<file path="src/rtl/ysyx_22050550_wbu.sv">
// Writeback/commit stage: retires one instruction per handshake, drives the GPR write port,
// performs Zicsr read-modify-write, ecall trap entry (two cycles) and mret with fetch redirect.
module ysyx_22050550_wbu (
    input  logic        clock,
    input  logic        reset,
    input  logic        in_valid,
    output logic        in_ready,
    input  logic [63:0] in_pc,
    input  logic [4:0]  in_rd,
    input  logic        in_rdwen,
    input  logic [63:0] in_result,
    input  logic [2:0]  in_op,
    input  logic [11:0] in_csraddr,
    input  logic [63:0] in_rs1data,
    input  logic [63:0] mepc,
    input  logic [63:0] mcause,
    input  logic [63:0] mtvec,
    input  logic [63:0] mstatus,
    input  logic [63:0] mie,
    input  logic [63:0] mip,
    output logic [4:0]  io_waddr,
    output logic [63:0] io_wdata,
    output logic        io_wen,
    output logic        io_valid,
    output logic [63:0] pc,
    output logic [63:0] wbmepc,
    output logic [63:0] wbmcause,
    output logic [63:0] wbmtvec,
    output logic [63:0] wbmstatus,
    output logic [63:0] wbmie,
    output logic [63:0] wbmip,
    output logic [7:0]  wbcsren,
    output logic        redirect_valid,
    output logic [63:0] redirect_pc
);

    typedef enum logic [1:0] {
        IDLE   = 2'd0,
        COMMIT = 2'd1,
        TRAP   = 2'd2
    } state_t;

    localparam logic [2:0] OP_NONE  = 3'd0;
    localparam logic [2:0] OP_CSRRW = 3'd1;
    localparam logic [2:0] OP_CSRRS = 3'd2;
    localparam logic [2:0] OP_CSRRC = 3'd3;
    localparam logic [2:0] OP_ECALL = 3'd4;
    localparam logic [2:0] OP_MRET  = 3'd5;

    // Index order matches the wbcsren bit order.
    localparam logic [11:0] CSR_ADDR [6] = '{12'h341, 12'h342, 12'h305, 12'h300, 12'h304, 12'h344};

    state_t      state_reg, state_next;
    logic [63:0] pc_reg, result_reg, rs1data_reg;
    logic [4:0]  rd_reg;
    logic        rdwen_reg;
    logic [2:0]  op_reg;
    logic [11:0] csraddr_reg;
    logic        transfer;

    assign in_ready = !reset && ((state_reg == IDLE) ||
                                 ((state_reg == COMMIT) && (op_reg != OP_ECALL)));
    assign transfer = in_valid && in_ready;

    always_ff @(posedge clock) begin
        if (reset) begin
            state_reg   <= IDLE;
            pc_reg      <= '0;
            result_reg  <= '0;
            rs1data_reg <= '0;
            rd_reg      <= '0;
            rdwen_reg   <= 1'b0;
            op_reg      <= OP_NONE;
            csraddr_reg <= '0;
        end else begin
            state_reg <= state_next;
            if (transfer) begin
                pc_reg      <= in_pc;
                result_reg  <= in_result;
                rs1data_reg <= in_rs1data;
                rd_reg      <= in_rd;
                rdwen_reg   <= in_rdwen;
                // Reserved encodings 6/7 retire as plain instructions.
                op_reg      <= (in_op > OP_MRET) ? OP_NONE : in_op;
                csraddr_reg <= in_csraddr;
            end
        end
    end

    always_comb begin
        state_next = state_reg;
        case (state_reg)
            IDLE:    if (transfer) state_next = COMMIT;
            COMMIT: begin
                if (op_reg == OP_ECALL) state_next = TRAP;
                else if (transfer)      state_next = COMMIT;
                else                    state_next = IDLE;
            end
            TRAP:    state_next = IDLE;
            default: state_next = IDLE;
        endcase
    end

    logic [63:0] csr_cur [6];
    logic [5:0]  csr_sel;
    logic [63:0] csr_old, csr_new;

    assign csr_cur[0] = mepc;
    assign csr_cur[1] = mcause;
    assign csr_cur[2] = mtvec;
    assign csr_cur[3] = mstatus;
    assign csr_cur[4] = mie;
    assign csr_cur[5] = mip;

    generate
        for (genvar gi = 0; gi < 6; gi++) begin : g_csr_sel
            assign csr_sel[gi] = (csraddr_reg == CSR_ADDR[gi]);
        end
    endgenerate

    always_comb begin
        csr_old = '0;
        for (int i = 0; i < 6; i++) begin
            if (csr_sel[i]) csr_old = csr_old | csr_cur[i];
        end
        case (op_reg)
            OP_CSRRW: csr_new = rs1data_reg;
            OP_CSRRS: csr_new = csr_old | rs1data_reg;
            OP_CSRRC: csr_new = csr_old & ~rs1data_reg;
            default:  csr_new = '0;
        endcase
    end

    // Trap entry stacks MIE into MPIE; mret restores it. Only M-mode exists, so MPP stays 2'b11.
    logic [63:0] mstatus_trap, mstatus_mret;
    always_comb begin
        mstatus_trap        = mstatus;
        mstatus_trap[7]     = mstatus[3];
        mstatus_trap[3]     = 1'b0;
        mstatus_trap[12:11] = 2'b11;
        mstatus_mret        = mstatus;
        mstatus_mret[3]     = mstatus[7];
        mstatus_mret[7]     = 1'b1;
        mstatus_mret[12:11] = 2'b11;
    end

    logic [63:0] wb_val [6];

    always_comb begin
        io_waddr       = '0;
        io_wdata       = '0;
        io_wen         = 1'b0;
        io_valid       = 1'b0;
        pc             = '0;
        wbcsren        = '0;
        redirect_valid = 1'b0;
        redirect_pc    = '0;
        for (int i = 0; i < 6; i++) wb_val[i] = '0;
        if (!reset) begin
            case (state_reg)
                COMMIT: begin
                    case (op_reg)
                        OP_CSRRW, OP_CSRRS, OP_CSRRC: begin
                            io_valid = 1'b1;
                            pc       = pc_reg;
                            io_waddr = rd_reg;
                            io_wdata = csr_old;
                            io_wen   = (rd_reg != 5'd0);
                            for (int i = 0; i < 6; i++) begin
                                if (csr_sel[i]) wb_val[i] = csr_new;
                            end
                            wbcsren  = {2'b00, csr_sel};
                        end
                        OP_ECALL: begin
                            wb_val[0] = pc_reg;
                            wb_val[1] = 64'd11;
                            wbcsren   = 8'h03;
                        end
                        OP_MRET: begin
                            io_valid       = 1'b1;
                            pc             = pc_reg;
                            wb_val[3]      = mstatus_mret;
                            wbcsren        = 8'h08;
                            redirect_valid = 1'b1;
                            redirect_pc    = mepc;
                        end
                        default: begin
                            io_valid = 1'b1;
                            pc       = pc_reg;
                            io_waddr = rd_reg;
                            io_wdata = result_reg;
                            io_wen   = rdwen_reg && (rd_reg != 5'd0);
                        end
                    endcase
                end
                TRAP: begin
                    io_valid       = 1'b1;
                    pc             = pc_reg;
                    wb_val[3]      = mstatus_trap;
                    wbcsren        = 8'h08;
                    redirect_valid = 1'b1;
                    redirect_pc    = mtvec & ~64'h3;
                end
                default: ;
            endcase
        end
    end

    assign wbmepc    = wb_val[0];
    assign wbmcause  = wb_val[1];
    assign wbmtvec   = wb_val[2];
    assign wbmstatus = wb_val[3];
    assign wbmie     = wb_val[4];
    assign wbmip     = wb_val[5];

endmodule

</file>
<file path="config.mk">
export PLATFORM = sky130hd
export DESIGN_NAME = ysyx_22050550_wbu
export DESIGN_NICKNAME = d
export VERILOG_FILES = /design/src/rtl/ysyx_22050550_wbu.sv
export SDC_FILE = /design/constraint.sdc
export NUM_CORES = 1
export LEC_CHECK = 0
export ABC_CLOCK_PERIOD_IN_PS = 3600
export CAP_MARGIN = 30
export CORE_AREA = 2 2 463 465
export CTS_CLUSTER_DIAMETER = 200
export DETAILED_ROUTE_END_ITERATION = 7
export DIE_AREA = 0 0 465 467
export PLACE_DENSITY = 0.3
export SYNTH_ARGS = -nofsm -noshare
export SYNTH_HDL_FRONTEND = slang
export SYNTH_SLANG_ARGS = --single-unit
</file>
<file path="constraint.sdc">
create_clock -name clock -period 3.6 [get_ports clock]
set_input_delay 0.72 -clock clock [delete_from_list [all_inputs] [get_ports clock]]
set_output_delay 0.72 -clock clock [all_outputs]
set_load 0.01 [all_outputs]
</file>
==> results.md, run 1 <==
- IO Pins: 1193
- CTS tree: yes
- CP cell instances: or4_4 -> nor4_4 -> buf_6 -> buf_12 -> a222oi_1 -> buf_4 -> o31a_1 -> buf_6 -> buf_6 -> nor2_4 -> buf_6
- Initial Utilization: 8.43%
- RePlAce Congestion: 0.887
- # DRC: 0
- Syn_area_per_cell: 6.38 um2
- Relative slew slack: 19.2%
- RSZ-0062 raised after global routing: true
- Die Height: 467 um
- Final Cycle Share: 117%
- Synth Flop Type: dfxtp_1
- Post-synth top area share: 24.1%
- Final hold violation count: 0
- Core Region: 212000 um2
- Syn Std Cell Area: 17800 um2
- Row count: 169
- Final Routed Wirelength: 256000 um
- Routed Antenna Nets: 0
- XOR/XNOR Fraction of Synth Area: 2.90%
- Ratio of cells with drive above 1 in the final layout: 43.7%
- Synth Area in Adders: 0.210%
- WHS: 0.452 ns
- Avg WL per Cell: 34.4 um
- Violated checks: negative setup slack
- Crit path required time: 2.88 ns
- Top cell by count, worst path: buf_6
- Post-route insts no fill: 7440
- Crit path kind: reg2out
- Critical Path Source Type: flip-flop
- Slowest stage cell, crit path: or4_4
- Seq/Total Area, Yosys: 24.1%
- Yosys warns: 0
- Largest net degree at the start of global routing: 120
- GRT Util Overall: 21.6%
- Max-slew violations: 0
- Power Density: 222 nW/um2
- Arrival time worst endpoint: 3.49 ns
- Skew final: 0.0159 ns
- Leakage: 0.0202 uW
- Synth Area in Simple Gates: 42.0%
- Post-synthesis mux area share: 4.00%
- IO Port Bufs: 1190
- # H-tree levels: 2
- Synth area leader: dfxtp_1
- Clock buffer count from CTS: 41
- Clock sink total: 215
- Die W: 465 um
- Final setup viols: 436
- Crit. End Element: primary output
- Peak per-stage delay on the critical path: 0.61 ns
- Die area: 217000 um2
- Via/cell ratio: 3.99
- Iter 0 DRT Violations: 1814
- Peak VDD IR: 0.274 mV
- Max-cap viol count: 0
- Nets: 5160
- Dpl cells: 7019
- FF+latch count, synth: 215
- Final Critical Period: 4.21 ns
- Hold crit path type: reg2reg
- Pre-antenna DRT Iters: 5
- Largest family of logic cells by synthesized area: simple AND/OR/NAND/NOR gates
- Clock slew at reported path FFs: 0.05 ns
- Number of global-route vias before repair: 29100
- Crit Path Max Fanout: 7
- Most frequent cell after synthesis: nand2_1
- Pre-CTS setup slack: -0.843 ns
- Compound-gate portion of the synthesized area: 20.5%
- Number of synthesized flops with an enable pin: 0
- Final core occ: 22.4%
- Layout Area Growth over Synthesis: 165%
- Setup WS post-layout: -0.606 ns
- GRT Residual Overflow: 0
- CTS Buffer Depth: 3
- Fraction of registers with async set/reset: 0%
- Measured slew at the worst slew-check pin: 1.21 ns
- Initial antenna violation count: 98
- Synth unique cells: 69
- Via count: 29700
- Hpwl dp: 194000 um
- Most frequent cells after synthesis: nand2_1, nor2_1, nand3_1
- Highest clock rate: 0.238 GHz
- Synth area leaders: dfxtp_1, nand2_1, nand3_1, nor2_1, clkbuf_1
- First-pass GRT wire length: 309000 um
- Post-Synthesis Cells: 2799
- Status: complete, but fails checks
- Root Driver: clkbuf_16
- Clock Latency Late Sink: 0.65 ns
==> timing repair <==
action	CTS	global route
gates cloned	9	18
resized for setup	764	1912
setup buffers	79	249
endpoints found under the setup margin	563	564
hold buffers	0	0
endpoints found under the hold margin	0	0
pin swaps	83	281
==> layer usage <==
| layer | wire length, um | global-route usage (%) | share of wire, % |
|---|---|---|---|
| met1 | 109000 | 26.9 | 42 |
| met2 | 118000 | 35.5 | 46 |
| met3 | 21300 | 7.07 | 8.3 |
| met4 | 8150 | 5.63 | 3.2 |
| met5 | 362 | 0 | 0.14 |
==> through the flow <==
stage	setup TNS (ns)	total power [uW]	instance area [um2]
finish	-142.07	10500	47300
global route	-198.79	10900	47300
detailed placement	-85.08	5500	38500
CTS	-241.52	10500	41500
global placement	-81.59	5500	38500
floorplan	0	3560	17900
==> cell families after synthesis <==
group           Yosys count
mux                      64
xor+xnor                 59
buf+inv                 280
compound gates          524
fa+ha+maj                 3
flops                   215
other cells               1
simple gates           1653
==> cell usage in the layout, fill, tap and decap left out, types with 9 or more instances in the layout <==
cell	n
dlymetal6s2s_1	70
o21ai_0	47
a41o_1	21
and2_4	19
a22o_4	10
o21ai_2	67
buf_2	166
and2_1	61
nor2_2	70
a21oi_4	10
dfxtp_1	205
and3_1	116
a41o_4	13
buf_4	441
clkbuf_16	60
nand3_1	248
nand3_4	12
nand2b_1	39
clkdlybuf4s50_1	620
mux2_2	58
a22oi_1	63
nor2_1	132
o21ai_4	54
a22o_1	61
o21ai_1	17
diode_2	30
buf_16	17
nor2_4	129
xnor2_1	58
nor2b_4	9
buf_12	263
buf_8	25
buf_6	330
a22oi_2	40
nand2_1	695
nand3_2	24
clkbuf_2	31
a21oi_1	25
==> worst max-delay path: cells and delay by family (launching register included) <==
family                 cells  cell delay, ns
flip-flops                 1            0.32
buffers and inverters      6            0.97
AND/OR/NAND/NOR            3            1.04
AO/OA/AOI/OAI              2            0.48
==> power breakdown <==
| group | switching, uW | internal [uW] |
|---|---|---|
| Combinational | 1580 | 1510 |
| Clock | 1820 | 2820 |
| Sequential | 204 | 2590 |
==> layout make-up <==
type	count	area [um2]
diodes	30	75.1
multi-input cells	2305	16100
flip-flops and latches	215	4330
repair buffers	1984	21700
fillers	23600	164000
clock inverters	20	290
inverters	10	47.5
clock buffers	55	1190
well taps	2821	3530
==> path summary, 6_finish.rpt <==
check / from / endpoint / slack (ns) / cells past startpoint
max: csraddr_reg[7] / wbmtvec[1] / -0.61 / 11
max reg2reg: op_reg[1] / result_reg[49] / 0.74 / 7
min reg2reg: result_reg[60] / result_reg[60] / 0.45 / 2
min: result_reg[60] / result_reg[60] / 0.45 / 2
Note: power is estimated with default switching activity, not from simulation.
==> run 2: changes to the inputs <==
--- a/config.mk
+++ b/config.mk
@@ -12,6 +12,8 @@
 export DETAILED_ROUTE_END_ITERATION = 7
 export DIE_AREA = 0 0 465 467
 export PLACE_DENSITY = 0.3
+export REMOVE_ABC_BUFFERS = 1
+export SKIP_LAST_GASP = 1
 export SYNTH_ARGS = -nofsm -noshare
 export SYNTH_HDL_FRONTEND = slang
 export SYNTH_SLANG_ARGS = --single-unit
==> run 2 against run 1 <==
  * Combinational power shrank 7.1%
  * Via count shrank 4.9%
  * Global-route usage shrank 2.3 points
  * Largest power group unchanged
  * First-iteration DRC count shrank 8.2%
  * Critical path type unchanged
  * Critical path depth shrank 2
  * Sequential cell count is the same
  * Count of clock-buffer cells in the layout grew 3
  * Critical endpoint is now wbmstatus[58]
  * The flow still finishes with violations (negative setup slack)
  * Cell count shrank 2.0%
  * Wire length shrank 14%
==> results.md, run 2 (synthesized netlist as in run 1, its figures left out) <==
- Status: complete, but fails checks
- Violated checks: negative setup slack
- Relative slew slack: 31.5% (+12 points)
- Clock buffer count from CTS: 40 (-2.4%)
- Final hold violation count: 0 (unchanged)
- Peak VDD IR: 0.301 mV (+9.7%)
- Hpwl dp: 169000 um (-13%)
- GRT Util Overall: 19.3% (-2.3 points)
- Die Height: 467 um (unchanged)
- Ratio of cells with drive above 1 in the final layout: 28.7% (-15 points)
- Number of global-route vias before repair: 28800 (-0.89%)
- Final Critical Period: 4.38 ns (+0.177 ns)
- # DRC: 0 (unchanged)
- RSZ-0062 raised after global routing: true
- Core Region: 212000 um2 (unchanged)
- Final Routed Wirelength: 220000 um (-14%)
- IO Pins: 1193 (unchanged)
- Largest net degree at the start of global routing: 111 (-7.5%)
- Nets: 5028 (-2.6%)
- Most common cell after layout, fill and taps aside: clkdlybuf4s50_1
- Initial Utilization: 8.43% (unchanged)
- Initial antenna violation count: 71 (-28%)
- Die W: 465 um (unchanged)
- Via/cell ratio: 3.87 (-2.9%)
- Crit path kind: reg2out
- # H-tree levels: 2 (unchanged)
- Clock sink total: 215 (unchanged)
- Skew final: 0.0238 ns (+0.00792 ns)
- Max-cap viol count: 0 (unchanged)
- Iter 0 DRT Violations: 1665 (-8.2%)
- GRT Residual Overflow: 0 (unchanged)
- First-pass GRT wire length: 281000 um (-9.0%)
- Leakage: 0.0170 uW (-16%)
- Highest clock rate: 0.228 GHz (-4.0%)
- Crit. End Element: primary output
- Critical Path Source Type: flip-flop
- Crit Path Max Fanout: 9 (+2)
- Clock Latency Late Sink: 0.63 ns (-0.02 ns)
- Avg WL per Cell: 30.2 um (-12%)
- Measured slew at the worst slew-check pin: 1.03 ns (-0.183 ns)
- Layout Area Growth over Synthesis: 134%
- IO Port Bufs: 1190 (unchanged)
- Final core occ: 19.7% (-2.6 points)
- Pre-antenna DRT Iters: 6 (+1)
- Die area: 217000 um2 (unchanged)
- Number of fill cells in the layout: 24100 (+2.1%)
- Post-route insts no fill: 7291 (-2.0%)
- Dpl cells: 7012 (-0.10%)
- Hold crit path type: reg2reg
- Final Cycle Share: 122% (+4.9 points)
- Commonest non-fill, non-tap cells in the layout: clkdlybuf4s50_1, nand2_1, buf_4
- Root Driver: clkbuf_16
- Via count: 28200 (-4.9%)
- R2R setup slack: 0.92 ns (+0.18 ns)
- Max-slew violations: 0 (unchanged)
- Setup WS post-layout: -0.783 ns (-0.177 ns)
- WHS: 0.453 ns (+0.000498 ns)
- Arrival time worst endpoint: 3.66 ns (+0.17 ns)
- Routed Antenna Nets: 0 (unchanged)
- CTS tree: yes
- Clock slew at reported path FFs: 0.05 ns (about the same)
- Post-CTS Hold Buffers: 0 (unchanged)
- Row count: 169 (unchanged)
- RePlAce Congestion: 0.854 (-3.7%)
- CTS Buffer Depth: 3 (unchanged)
- Final setup viols: 559 (+28%)
- Power Density: 231 nW/um2 (+3.9%)
- Crit path required time: 2.88 ns (about the same)
- Pwr Total: 9650 uW (-8.3%)
[run 2: power by group]
part	internal [uW]	switching, uW
Combinational	1400	1470
Clock	2320	1690
Sequential	2590	177
Total	6310	3340
[run 2: metal layers]
| metal | GRT usage (%) | wire length [um] | vias up |
|---|---|---|---|
| met3 | 4.83 | 15800 | 230 |
| met5 | 0 | 186 | - |
| met1 | 21.9 | 85700 | 13800 |
| li1 | - | - | 12900 |
| met4 | 4.97 | 6150 | 28 |
| met2 | 35.6 | 112000 | 1267 |
[run 2: final timing paths]
path,from,to,depth (start not counted)
hold / removal,result_reg[41],result_reg[41],2
setup reg to reg,op_reg[2],result_reg[14],6
hold reg to reg,result_reg[41],result_reg[41],2
setup / recovery,csraddr_reg[7],wbmstatus[58],9
[run 2: repair_timing]
item / CTS / global route
pin swaps: 65 / 54
gates cloned: 12 / 3
endpoints found under the setup margin: 585 / 588
buffers inserted: 105 / 87
resized for setup: 701 / 432
hold endpoints to repair: 0 / 0
[run 2: worst max-delay path, cell delays in order (launching register included)]
cell	delay [ns]
dfxtp_2	0.32
or4_4	0.62
nor4_4	0.37
buf_12	0.22
buf_12	0.17
buf_4	0.11
a22oi_1	0.11
a41o_2	0.31
o21ai_1	0.14
clkdlybuf4s50_1	0.59
[run 2: through the flow]
stage | setup TNS, ns | setup slack [ns] | area, um2
after floorplan | -4596.87 | -10.47 | 16800
after global placement | -100.47 | -1.06 | 37600
after detailed placement | -101.04 | -0.918 | 37600
after CTS | -296.94 | -0.901 | 40700
after global routing | -289.97 | -0.910 | 41700
final | -213.59 | -0.783 | 41800
[run 2: layout make-up]
cell class	instances	area (um2)	share of cell area, %
timing repair buffer	1853	19000	45.6
multi-input combinational	2305	13500	32.4
sequential	215	4330	10.4
tap	2821	3530	8.45
clock buffer	58	1180	2.83
clock inverter	8	76.3	0.183
antenna	21	52.6	0.126
inverter	10	47.5	0.114
==> run 3: changes to the inputs <==
--- a/config.mk
+++ b/config.mk
@@ -7,11 +7,13 @@
 export LEC_CHECK = 0
 export ABC_CLOCK_PERIOD_IN_PS = 3600
 export CAP_MARGIN = 30
-export CORE_AREA = 2 2 463 465
+export CELL_PAD_IN_SITES_DETAIL_PLACEMENT = 0
+export CELL_PAD_IN_SITES_GLOBAL_PLACEMENT = 2
+export CORE_AREA = 2 2 465 467
 export CTS_CLUSTER_DIAMETER = 200
 export DETAILED_ROUTE_END_ITERATION = 7
-export DIE_AREA = 0 0 465 467
-export PLACE_DENSITY = 0.3
+export DIE_AREA = 0 0 467 469
+export PLACE_DENSITY = 0.48
 export REMOVE_ABC_BUFFERS = 1
 export SKIP_LAST_GASP = 1
 export SYNTH_ARGS = -nofsm -noshare
==> run 3 against run 2 <==
  * The flow still finishes with violations (negative setup slack)
  * Register-to-register slack worse by 0.06 ns
  * Largest power group unchanged
  * Non-clock buffer count increased by 84
  * Largest cell class unchanged
  * Sequential power hardly changed
  * Highest routed layer unchanged
==> results.md, run 3 (synthesized netlist as in run 1, its figures left out) <==
- Die Height: 469 um (+0.43%)
- Clk pwr share: 42.7% (+1.2 points)
- Relative slew slack: 41.5% (+10 points)
- Row count: 170 (+0.59%)
- # DRC: 0 (unchanged)
- Via count: 28700 (+1.7%)
- Clock buffer count from CTS: 40 (unchanged)
- Hold crit path type: reg2reg
- Crit path kind: reg2out
- Skew final: 0.0319 ns (+0.00809 ns)
- Final hold violation count: 0 (unchanged)
- Pwr Total: 9830 uW (+1.8%)
- Max-cap viol count: 0 (unchanged)
- RSZ-0062 raised after global routing: true
- First-pass GRT wire length: 289000 um (+2.5%)
- CP top delay family: buffers and inverters
- Ratio of cells with drive above 1 in the final layout: 41.3% (+13 points)
- Power Density: 214 nW/um2 (-7.5%)
- GRT Residual Overflow: 0 (unchanged)
- Crit path required time: 2.88 ns (about the same)
- CTS tree: yes
- Final Critical Period: 4.05 ns (-0.329 ns)
- Setup WS post-layout: -0.453 ns (+0.329 ns)
- Clock Latency Late Sink: 0.63 ns (about the same)
- Layout Area Growth over Synthesis: 158%
- Initial Utilization: 8.35% (-0.083 points)
- Sw frac: 34.6% (about the same)
- Iter 0 DRT Violations: 1764 (+5.9%)
- Nets: 5112 (+1.7%)
- Final core occ: 21.5% (+1.8 points)
- Number of global-route vias before repair: 29000 (+0.70%)
- Via/cell ratio: 3.88 (+0.30%)
- Hold-critical path depth: 2 (unchanged)
- Initial antenna violation count: 55 (-23%)
- P_int: 6430 uW (+1.9%)
- CP cell instances: or4_4 -> buf_8 -> nor4_4 -> buf_12 -> buf_4 -> nand2_4 -> a311o_2 -> buf_12 -> buf_12 -> o21ai_2 -> buf_4 -> buf_12
- Commonest non-fill, non-tap cells in the layout: nand2_1, clkdlybuf4s50_1, buf_6
- NetSw: 3400 uW (+1.8%)
- Final Routed Wirelength: 231000 um (+4.9%)
- Critical Path Source Type: flip-flop
- CTS Buffer Depth: 3 (unchanged)
- Slowest stage cell, crit path: or4_4
- Final Cycle Share: 113% (-9.1 points)
- Max-slew violations: 0 (unchanged)
- Peak VDD IR: 0.278 mV (-7.5%)
- Highest clock rate: 0.247 GHz (+8.1%)
- Final setup viols: 427 (-24%)
- Sequential Power Share: 28.3% (-0.4 points)
- Root Driver: clkbuf_16
- Crit Path Max Fanout: 4 (-5)
- Clock slew at reported path FFs: 0.06 ns (about the same)
- Most common cell after layout, fill and taps aside: nand2_1
- Pre-antenna DRT Iters: 5 (-1)
- # H-tree levels: 2 (unchanged)
- Critical Path Stages: 12 (+3)
- Largest net degree at the start of global routing: 60 (-46%)
- Die W: 467 um (+0.43%)
- Top cell by count, worst path: buf_12
- Clock sink total: 215 (unchanged)
- Die area: 219000 um2 (+0.86%)
- CP bufs+invs: 7 (+3)
- Routed Antenna Nets: 0 (unchanged)
- GRT Util Overall: 19.7% (+0.37 points)
- R2R setup slack: 0.86 ns (-0.06 ns)
- Violated checks: negative setup slack
- IO Pins: 1193 (unchanged)
- Leakage: 0.0193 uW (+14%)
- IO Port Bufs: 1190 (unchanged)
- Measured slew at the worst slew-check pin: 0.878 ns (-0.151 ns)
- Crit. End Element: primary output
- RePlAce Congestion: 0.835 (-2.3%)
- Core Region: 214000 um2 (+0.99%)
- Hpwl dp: 175000 um (+3.6%)
- Combinational share of power: 29.0% (-0.8 points)
- Arrival time worst endpoint: 3.33 ns (-0.33 ns)
- Status: complete, but fails checks
- R2r worst-path depth: 7 (+1)
- Peak per-stage delay on the critical path: 0.64 ns (+0.02 ns)
- Pre-CTS setup slack: -0.713 ns (+0.205 ns)
- Avg WL per Cell: 31.2 um (+3.4%)
[run 3: final cells by class]
type	count	area [um2]
repair buffers	1937	20900
fillers	24000	168000
flip-flops and latches	215	4330
clock buffers	58	1170
clock inverters	15	174
well taps	2838	3550
multi-input cells	2305	15700
inverters	10	57.6
diodes	16	40.0
[run 3: per-stage QoR]
step                      hold WS [ns]  setup TNS [ns]  cells  area [um2]
after floorplan                  0.434        -4596.87   2530       16800
after global placement           0.442          -80.60   7034       37800
after detailed placement         0.446          -81.98   7036       37900
after CTS                        0.456         -187.91   7298       42400
after global routing             0.467         -155.82   7387       45900
final                            0.453         -111.43   7394       46000
[run 3: worst min-delay path: stages (launching register included)]
cell and delay (ns):
dfxtp_1 0.31, nand3_1 0.06, nand2_1 0.04
[run 3: final timing paths]
kind                                startpoint             end
worst max-delay path            csraddr_reg[7]   wbmstatus[47]
worst min-delay path            result_reg[45]  result_reg[45]
worst max register to register       op_reg[1]  result_reg[58]
worst min register to register  result_reg[45]  result_reg[45]
[run 3: power by group through the flow]
stage | logic (uW) | clock network, uW | registers [uW]
floorplan | 767 | 0 | 2790
global placement | 2610 | 0 | 2830
detailed placement | 2600 | 0 | 2830
CTS | 2800 | 4400 | 2780
global route | 3000 | 4460 | 2810
finish | 2850 | 4200 | 2780
[run 3: routing by layer]
| layer | GRT usage [%] | wire length (um) | vias to the layer above |
|---|---|---|---|
| met4 | 3.46 | 4870 | 14 |
| met2 | 35.2 | 115000 | 1195 |
| li1 | - | - | 13200 |
| met5 | 0 | 77 | - |
| met1 | 23.6 | 95200 | 14100 |
| met3 | 5.16 | 15800 | 213 |
[run 3: what timing repair did]
item                       in CTS  in global routing
cloned                         13                 10
hold buffers                    0                  0
setup endpoints to repair     575                497
buffers inserted              207                124
pin swaps                     191                266
gates resized for setup      1979               1054
